<file path="src/rtl/serial_adder.sv">
// Bit-serial adder: one full-adder cell, operands shifted LSB first, carry held in a flop.
// Result is assembled in a shift register and published on sum/c_out for one done cycle.
module serial_adder #(
  parameter int unsigned WIDTH = 8
) (
  input  logic             clk,
  input  logic             rst,
  input  logic             start,
  input  logic [WIDTH-1:0] a,
  input  logic [WIDTH-1:0] b,
  input  logic             c_in,
  output logic             busy,
  output logic             done,
  output logic [WIDTH-1:0] sum,
  output logic             c_out
);

  localparam int unsigned CW = (WIDTH > 1) ? $clog2(WIDTH) : 1;
  localparam logic [CW-1:0] LAST = CW'(WIDTH - 1);

  localparam logic [1:0] IDLE = 2'd0;
  localparam logic [1:0] RUN  = 2'd1;
  localparam logic [1:0] FIN  = 2'd2;

  logic [1:0]       state, state_next;
  logic             busy_next, done_next;
  logic [WIDTH-1:0] sh_a, sh_b, res;
  logic             carry;
  logic [CW-1:0]    cnt;
  logic             bit_s, carry_next;
  logic             last_bit;

  // The single full-adder cell
  assign bit_s      = sh_a[0] ^ sh_b[0] ^ carry;
  assign carry_next = (sh_a[0] & sh_b[0]) | ((sh_a[0] ^ sh_b[0]) & carry);
  assign last_bit   = (cnt == LAST);

  always_ff @(posedge clk or posedge rst) begin
    if (rst) begin
      state <= IDLE;
      busy  <= 1'b0;
      done  <= 1'b0;
    end else begin
      state <= state_next;
      busy  <= busy_next;
      done  <= done_next;
    end
  end

  always_comb begin
    state_next = state;
    busy_next  = 1'b0;
    done_next  = 1'b0;
    case (state)
      IDLE: begin
        if (start) begin
          state_next = RUN;
          busy_next  = 1'b1;
        end
      end
      RUN: begin
        if (last_bit) begin
          state_next = FIN;
          done_next  = 1'b1;
        end else begin
          busy_next  = 1'b1;
        end
      end
      FIN:     state_next = IDLE;
      default: state_next = IDLE;
    endcase
  end

  // Operand capture, bit sequencing and result publication
  always_ff @(posedge clk or posedge rst) begin
    if (rst) begin
      sh_a  <= '0;
      sh_b  <= '0;
      res   <= '0;
      carry <= 1'b0;
      cnt   <= '0;
      sum   <= '0;
      c_out <= 1'b0;
    end else begin
      case (state)
        IDLE: begin
          if (start) begin
            sh_a  <= a;
            sh_b  <= b;
            carry <= c_in;
            cnt   <= '0;
          end
        end
        RUN: begin
          sh_a  <= {1'b0, sh_a[WIDTH-1:1]};
          sh_b  <= {1'b0, sh_b[WIDTH-1:1]};
          res   <= {bit_s, res[WIDTH-1:1]};
          carry <= carry_next;
          // Counter holds at LAST instead of wrapping
          if (!last_bit) begin
            cnt <= cnt + CW'(1);
          end else begin
            sum   <= {bit_s, res[WIDTH-1:1]};
            c_out <= carry_next;
          end
        end
        default: ;
      endcase
    end
  end

endmodule

</file>
<file path="config.mk">
export PLATFORM = sky130hd
export DESIGN_NAME = serial_adder
export DESIGN_NICKNAME = d
export VERILOG_FILES = /design/src/rtl/serial_adder.sv
export SDC_FILE = /design/constraint.sdc
export NUM_CORES = 1
export LEC_CHECK = 0
export CAP_MARGIN = 20
export CORE_ASPECT_RATIO = 0.8
export CORE_MARGIN = 5
export CORE_UTILIZATION = 30
export DETAILED_ROUTE_END_ITERATION = 10
export DONT_BUFFER_PORTS = 1
export PLACE_DENSITY_LB_ADDON = 0.15
export SKIP_LAST_GASP = 1
export SLEW_MARGIN = 15
export SYNTH_ARGS = -nofsm -noshare
export SYNTH_HDL_FRONTEND = slang
export SYNTH_SLANG_ARGS = --single-unit
</file>
<file path="constraint.sdc">
create_clock -name clk -period 4.21 [get_ports clk]
set_input_delay 0.842 -clock clk [delete_from_list [all_inputs] [get_ports clk]]
set_output_delay 0.842 -clock clk [all_outputs]
set_load 0.005 [all_outputs]
</file>
Word level (Yosys, flattened, before mapping)
Cells that the tools add are included.
{"block": "word_totals", "inputBits": 20, "regBits": 41, "out_inout_bits": 11}
{"block": "classes", "bitwise_logic": 5, "reduce_logical": 6, "n_mux": 17, "add_sub_neg": 1, "eq_ne": 5}
{"cell": "$pmux 8 s2", "count": 2}
{"cell": "$mux 8", "count": 2}
{"cell": "$mux 3", "count": 2}
{"cell": "$ne 2x2->1 const B", "count": 3}
{"cell": "$pmux 3 s2", "count": 1}
{"cell": "$reduce_and 2->1", "count": 3}
{"cell": "$mux 1", "count": 5}
{"cell": "$mux 2", "count": 2}
{"cell": "$pmux 1 s2", "count": 2}
{"cell": "$pmux 2 s2", "count": 1}
{"cell": "$add 3x1->3 const B", "count": 1}
{"cell": "$eq 3x3->1 const B", "count": 1}
{"cell": "$reduce_and 3->1", "count": 1}
{"cell": "$and 1x1->1", "count": 2}
{"cell": "$eq 2x1->1 const B", "count": 1}
{"cell": "$logic_not 2->1", "count": 1}
{"cell": "$reduce_bool 2->1", "count": 1}
{"cell": "$xor 1x1->1", "count": 2}
{"cell": "$or 1x1->1", "count": 1}

Logic depth before layout (Yosys ltp)
{"block": "depth", "word_depth": 4, "ltp_mapped": 6}

Worst setup path before layout
No wires, ideal clock.
{"block": "synth_path", "kind": "in2reg", "from": "in start", "to": "reg cnt[2]", "cell_stages": 4, "required_time_ns": 4.089, "t_arrival_ns": 1.470, "slack_ns": 2.619, "setup_ns": 0.121, "path_cell_list": "nor2_1 > or2_1 > buf_6 > a22o_1"}
{"block": "synth_via", "elab_chain_cells": 2}
{"element": "start: declaration", "line": "8", "source": "input logic start,"}
{"element": "$ne 2x2->1 (no line)"}
{"element": "$reduce_and 3->1 (no line)"}
{"element": "end signal: assignment", "line": "101", "source": "cnt <= cnt + CW'(1);"}
{"element": "end: declaration", "line": "29", "source": "logic [CW-1:0] cnt;"}
No other way between the ends.
A chain may end at the register's enable or synchronous reset.

Worst setup path in the final report
{"block": "layout_path", "from": "reg state[0]", "to": "reg c_out"}
{"block": "layout_via", "elab_chain_cells": 2}
{"element": "start: declaration", "line": "25", "source": "logic [1:0] state, state_next;"}
{"element": "start signal: assignment", "line": "44", "source": "state <= state_next;"}
{"element": "$eq 2x1->1", "line": "85", "source": "case (state)"}
{"element": "$reduce_and 2->1 (no line)"}
{"element": "end signal: assignment", "line": "104", "source": "c_out <= carry_next;"}
{"element": "end: declaration", "line": "15", "source": "output logic c_out"}
No other way between the ends.

==> impl_metrics.ini <==
[cells_and_area]
design_area_mm2 = 0.00201
seq_area_mm2 = 0.00100
utilization_pct = 33.6
diodes = 0
nets = 173
layout_common_cells = 40 x dfrtp_1, 21 x nand2_1, 9 x inv_1, 9 x nor3_1, 9 x mux2_4
fillers = 582
syn2layout_area_growth_pct = 7.86
drive_gt1_share_pct = 20.5
multi_input_area_um2 = 734
final_common_cell = dfrtp_1

[min_path]
hold_path.class = reg -> reg
holdPathEnd = res[1]$_DFFE_PP0P_
min_path_cells = 2
hold_start = res[1]$_DFFE_PP0P_

[timing]
final_max_slew_viol_count = 0
tightestPinTransition_ns = 0.894
period_share_pct = 47.8
finalHoldViolCount = 0
finClkSkew_ns = 0.0122
rsz0062_at_grt = no
max_freq_mhz = 497
maxSlewHeadroom_pct = 40.4
hold_ws_ns = 0.492
setup_viol = 0
setup_tns_ns = 0
min_period_ns = 2.01

[logic_synthesis]
synthFlopType = dfrtp_1
synthCells = 152
synth_top_family_by_area = compound AO/OA/AOI/OAI gates
synth_area_mm2 = 0.00186
avgSynthCellArea_um2 = 12.3
syn-num-nets = 175
synth-compound-area-share_pct = 16.3
seq_area_frac_synth_pct = 53.7
synthArstFlopShare_pct = 100
synth-xor-area-share_pct = 0
synthSimpleGateAreaFrac_pct = 12.8
synth_edf_count = 0
yosys_register_bits = 40
synth_mux_area_share_pct = 7.86
yosysWarnings = 0
ys_types = 28
synth_fa_ha_area_share_pct = 2.42

[route]
drt_iter0_drc = 71
drc = 0
dr_total_vias = 1089
drtAntennaViolNets = 0
viasPerCell = 4.69
routed_wl_mm = 3.63
firstDrtPassIters = 4
wl_per_cell_um = 15.6

[critical_path]
r2r_end = c_out$_DFFE_PP0P_
cp.arrival_ns = 2.19
cp_max_fo = 24
cp-startpoint = state[0]$_DFFE_PP0P_
cp-start-kind = register
endpoint_kind = register
ff2ff_setup_slack_ns = 2.20
path_class = reg -> reg
r2r_cells = 4
worstPathRequired_ns = 4.39
timing.rr.start = state[0]$_DFFE_PP0P_

[die]
rows = 25
io-pin-count = 31
die_area_mm2 = 0.00790
core_mm2 = 0.00597
initial_utilization_pct = 31.2
die_h_um = 80.5
die_w_um = 98.1

[clock_network]
clk_latency_ns = 0.29
cts_inserted_buffers = 5
hold_buffers = 0
cts_tree = done
htreeDepth = 2
cts_resized = 0
clk_pin_slew_ns = 0.08
postCtsSetupRepairBufs = 0
clkSinkCount = 40
cts_root_buffer = clkbuf_8
clockBufferDepth = 2

[grt]
track_usage_pct = 9.83
grt_max_degree = 41
grt_pass1_vias = 1155
grt_pass1_wl_mm = 6.04
antenna_found_initial = 0
grt_overflow = 0

[place]
routabilityCongestion = 0.685
place_area_mm2 = 0.00189
hpwl_mm = 2.52
port_buffers = 0

[power_and_ir_drop]
ir_drop_uv = 213
p_leak_nw = 0.911
p_per_area_mw_per_mm2 = 778

[flow_run]
cap_violations = 0

[run_status]
status = complete, no violations
[sequential cells by signal (all words and copies together) (netlist names)]
signal  count
busy        1
c_out       1
carry       1
cnt         3
done        1
res         7
sh_a        8
sh_b        8
state       2
sum         8
[layout make-up]
class | instances | area share (%)
Multi-Input combinational cell | 91 | 36.6
Timing Repair Buffer | 1 | 0.374
Sequential cell | 40 | 49.8
Tap cell | 81 | 5.04
Clock inverter | 3 | 2.37
Inverter | 11 | 2.43
Clock buffer | 5 | 3.42
[per-stage QoR]
| step | setup WS (ns) | power, mW | cells |
|---|---|---|---|
| after floorplan | 2.45 | 1.16 | 152 |
| after global placement | 2.23 | 1.23 | 224 |
| after detailed placement | 2.18 | 1.26 | 224 |
| after CTS | 2.16 | 1.59 | 232 |
| after global routing | 2.03 | 1.68 | 232 |
| final | 2.20 | 1.56 | 232 |
[synthesized netlist by cell type, types with 3 or more instances]
cell type	count	share of area, %
dfrtp_1	40	54
a211oi_2	5	3.4
a2bb2oi_1	6	2.8
mux2_4	9	7.3
a22o_1	7	3.3
nor3_1	9	2.4
nor3b_1	5	2.0
nand2_1	21	4.2
buf_2	3	0.81
nor2_1	3	0.60
o22a_1	8	3.8
buf_6	5	3.0
inv_1	9	1.8
[worst max path at each step]
stage / endpoint / slack (ns)
after global placement: c_out$_DFFE_PP0P_ / 2.23
final: c_out$_DFFE_PP0P_ / 2.20
after floorplan: busy$_DFF_PP0_ / 2.45
after CTS: c_out$_DFFE_PP0P_ / 2.16
after global routing: c_out$_DFFE_PP0P_ / 2.03
after detailed placement: sum[0]$_DFFE_PP0P_ / 2.18
[logic make-up after synthesis]
family / Yosys count
compound gates: 32
fa+ha+maj: 3
buf+inv: 21
flops: 40
mux: 10
simple gates: 46
[power by group]
part	internal, mW	leakage [nW]	switching, mW	total [mW]
logic	0.284	0.368	0.245	0.529
clock network	0.179	0.0583	0.144	0.322
registers	0.560	0.485	0.152	0.712
total	1.02	0.911	0.541	1.56
[per-layer routing]
metal | wire [um] | global-route usage (%)
met5 | 0 | 0
met4 | 32 | 2.49
met3 | 273 | 5.03
met2 | 1500 | 13.4
met1 | 1820 | 13.6
[critical path, cell delays in order, from the launching register on]
cell and delay (ns):
dfrtp_1 0.82, nor2b_2 0.54, nand2_8 0.12, inv_8 0.12, mux2_4 0.30
Power figures use the tool's default switching activity.
==> patch 1, RTL diff (same settings) <==
Remove the register `done`: a continuous assignment takes its place, so the output `done` follows one clock earlier. Comments in the files are not updated.
--- a/src/rtl/serial_adder.sv
+++ b/src/rtl/serial_adder.sv
@@ -41,3 +41,2 @@
       busy  <= 1'b0;
-      done  <= 1'b0;
     end else begin
@@ -45,5 +44,6 @@
       busy  <= busy_next;
-      done  <= done_next;
     end
   end
+
+  assign done = done_next;
 
Function: changed (a bounded check fails within 10 cycles, from zero or initial values and one cycle with rst high).
==> patch 1 against the unedited design <==
Sequential cell count is 1 lower. Core utilization fell by 0.31 points. First-iteration DRC count is 55% lower. Power shrank 0.44%. Critical path depth is 1 lower. Setup slack worse by 0.82 ns. Sequential share of layout area is 0.54 points lower. Synthesized area decreased by 1.3%. Worst hold slack better by 0.0035 ns. Design area is 1.4% lower. Maximum frequency decreased by 29%. Combinational power up 0.9%. Routed wire length up 3.8%. Non-clock buffer count stayed put. Largest cell class unchanged. Highest routed layer unchanged.
==> patch 1: results <==
metrics = {
    "drt": {
        "via_count": 1099,
        "detail_route.wirelength_um": 3760,
        "drt_iter0_markers": 32,
    },
    "timing": {
        "slew_headroom_pct": 40.2,
        "skew_ns": 0.0115,
        "holdWs_ns": 0.495,
        "setup_slack_ns": 1.37,
    },
    "worst_setup_path": {
        "cp_slowest_cell": "dfrtp_1",
        "path_class": "reg2out",
        "r2r-end": "sum[1]$_DFFE_PP0P_",
        "slowest_delay_ns": 0.89,
        "regToRegSetupSlack_ns": 2.09,
        "crit_end": "done",
        "cp.arrival_ns": 1.99,
    },
    "power_and_ir_drop": {
        "ir_drop_uv": 256,
        "p_leak_nw": 0.897,
        "power_density_nw_per_um2": 786,
    },
    "placed_design": {
        "dpl.hpwl_um": 2560,
        "globalplace.congestion": 0.725,
        "dp_worst_setup_slack_ns": 1.73,
        "place_area_um2": 1870,
        "dp.cells": 223,
    },
    "layout": {
        "sh_seq_area_pct": 49.3,
        "clkCellAreaFrac_pct": 5.69,
        "final_cells": 231,
        "n_fill_cell": 602,
        "bufAreaShareNonClock_pct": 0.379,
        "drive_above_1_share_pct": 20.7,
    },
    "synth": {
        "synth.top_cell.area_share_pct": 53.1,
        "syn_inst": 151,
        "ys_seq_area_share_pct": 53.1,
        "synth_cell_types": 28,
        "yosys-top-cells-count": "dfrtp_1 (39), nand2_1 (21), inv_1 (9), mux2_4 (9), nor3_1 (9)",
        "synth_area_leaders": "dfrtp_1 (53%), mux2_4 (7.4%), nand2_1 (4.3%), o22a_1 (3.8%), a211oi_2 (3.4%)",
        "syn_nets": 174,
    },
    "die": {
        "die-area_um2": 7800,
    },
    "global_route": {
        "grt_pass1_vias": 1200,
        "grtUsageTotal_pct": 10.2,
        "grt_pass1_wl_um": 6250,
        "grt_max_degree": 40,
    },
    "run_status": {
        "status": "finished, final reports clean",
    },
    "clocking": {
        "clkSinkCount": 39,
    },
    "hold_path": {
        "hp-class": "reg2reg",
    },
}
-- patch 1: cell types whose count changed in the layout (fill, tap and decap cells not counted) --
cell,unedited run,this run
clkinv_2,0,1
dfrtp_1,40,39
clkinv_4,2,1
-- patch 1: report_power, final --
group	switching, mW	internal [mW]
combinational	0.250	0.284
sequential	0.157	0.548
clock	0.141	0.177
total	0.548	1.01
-- patch 1: cell families after synthesis --
| group | count (synthesis) | synth area share, % |
|---|---|---|
| compound gates | 32 | 16.5 |
| fa+ha+maj | 3 | 2.45 |
| buf+inv | 21 | 6.94 |
| flops | 39 | 53.1 |
| mux | 10 | 7.96 |
| simple gates | 46 | 13.0 |
-- patch 1: critical path: cells and delay by family, from the launching register on --
family        cells  cell delay [ns]
flops             1             0.89
simple gates      2             0.68
buf+inv           1             0.12
-- patch 1: per-layer routing --
layer,vias up,part of all wire [%],GRT usage [%]
met5,-,0,0
met4,0,1.4,3.32
met3,5,6.4,4.80
met2,20,45,16.1
met1,552,47,12.4
li1,522,-,-
==> patch 2, RTL diff (same flow settings) <==
Made on the original files. Set the parameter `WIDTH` to 4 (it was 8).
--- a/src/rtl/serial_adder.sv
+++ b/src/rtl/serial_adder.sv
@@ -3,3 +3,3 @@
 module serial_adder #(
-  parameter int unsigned WIDTH = 8
+  parameter int unsigned WIDTH = 4
 ) (
Interface: changed (resized a, b and sum); port bits go from 31 to 19. The function was not compared with the original's and may differ.
==> patch 2 against the unedited design <==
Synthesized cell count is 46% lower. Sequential cell count is 17 lower. Count of clock-buffer cells in the layout is 2 lower. Routed wire length is 44% lower. Final cell count is 41% lower. Synthesized area is 36% lower. Setup slack better by 0.32 ns. Sequential share of layout area is 4.1 points lower. Core utilization is 0.72 points lower. Power is 39% lower. Design area is 37% lower. Largest cell class unchanged.
==> patch 2: results <==
metrics = {
    "synth": {
        "ys_seq_area_share_pct": 48.2,
        "synth-adder-area-share_pct": 2.72,
        "synth_compound_area_share_pct": 12.9,
        "synth_cell_types": 23,
        "yosys-top-cells-count": "dfrtp_1 (23), inv_1 (8), a211oi_2 (6), nor3b_2 (6), mux2_4 (5)",
        "synth_area_leaders": "dfrtp_1 (48%), a211oi_2 (6.3%), mux2_4 (6.3%), nor3b_2 (6.3%), nor4b_2 (5.0%)",
        "syn_nets": 96,
    },
    "drt": {
        "first_pass_iters": 3,
        "via_per_inst": 4.60,
        "drt_iter0_markers": 24,
        "detail_route.wirelength_um": 2030,
    },
    "placed_design": {
        "globalplace.congestion": 0.680,
        "dpl.hpwl_um": 1390,
    },
    "worst_setup_path": {
        "r2r-end": "res[3]$_DFFE_PP0N_",
        "worstReg2RegStart": "state[0]$_DFFE_PP0P_",
        "crit_path_max_fanout": 23,
        "cp.arrival_ns": 1.84,
        "regToRegSetupSlack_ns": 2.52,
        "reg2reg_depth": 2,
        "slowest_delay_ns": 0.87,
    },
    "power_and_ir_drop": {
        "p_leak_nw": 0.564,
        "ir_drop_uv": 303,
    },
    "clocking": {
        "clock_latency_ns": 0.26,
        "numCtsBuffers": 3,
        "h-tree-depth": 1,
    },
    "global_route": {
        "grt_pass1_vias": 670,
        "grtUsageTotal_pct": 8.59,
        "use_met2_pct": 12.2,
        "grt_pass1_wl_um": 3450,
    },
    "hold_path": {
        "hold_start": "res[1]$_DFFE_PP0N_",
        "hold_path_depth": 1,
        "hold_end": "res[1]$_DFFE_PP0N_",
    },
    "run_status": {
        "status": "finished, final reports clean",
    },
    "timing": {
        "slew_headroom_pct": 40.7,
        "skew_ns": 0.00382,
    },
    "layout": {
        "largestRegisters": "sh_a x4, sh_b x4, sum x4",
    },
}
## patch 2: cell count changes in the layout (fill, tap and decap cells not counted), moves of 5 or more
cell	before	now
a22o_1	7	2
a2bb2oi_1	6	0
dfrtp_1	40	23
nand2_1	21	0
nor3_1	9	0
nor3b_2	0	6
o22a_1	8	0
## patch 2: how the worst max path moves through the flow
stage	to	slack (ns)	cells after the start
2_1_floorplan	sh_b[0]$_DFFE_PP0P_	2.83	2
3_3_place_gp	sum[2]$_DFFE_PP0P_	2.55	2
3_5_place_dp	sum[3]$_DFFE_PP0P_	2.51	2
4_1_cts	sum[2]$_DFFE_PP0P_	2.50	2
5_1_grt	res[3]$_DFFE_PP0N_	2.41	2
6_report	res[3]$_DFFE_PP0N_	2.52	2
## patch 2: power by group
group / switching (mW) / internal, mW
Sequential: 0.121 / 0.326
Combinational: 0.150 / 0.221
Clock: 0.0715 / 0.0660
Total: 0.342 / 0.613
## patch 2: cells by family after synthesis
group                      after synthesis
buffers and inverters                   15
AOI/OAI and AO/OA                       14
muxes                                    8
adders and majority gates                2
DFF                                     23
and+or+nand+nor                         20
## patch 2: area by class of cell
type,instances,area [um2]
clock buffers,3,41.3
clock inverters,1,5.00
fillers,382,2570
inverters,10,37.5
multi-input cells,44,532
flip-flops and latches,23,576
well taps,55,68.8
## patch 2: stage by stage
step	instances	worst slack (ns)	hold WS (ns)
6_report	136	2.52	0.499
5_1_grt	136	2.41	0.531
3_5_place_dp	132	2.51	0.483
3_3_place_gp	132	2.55	0.469
2_1_floorplan	82	2.83	0.458
4_1_cts	136	2.50	0.504
## patch 2: critical path: cells and delay by family, from the launching register on
kind / cells / cell delay, ns
flops: 1 / 0.87
mux: 1 / 0.34
simple gates: 1 / 0.36
## patch 2: metal layers
metal  share of wire (%)  up-vias
met5                   0        -
met4                0.89        0
met3                 6.2        2
met2                  42       13
met1                  51      315
li1                    -      295
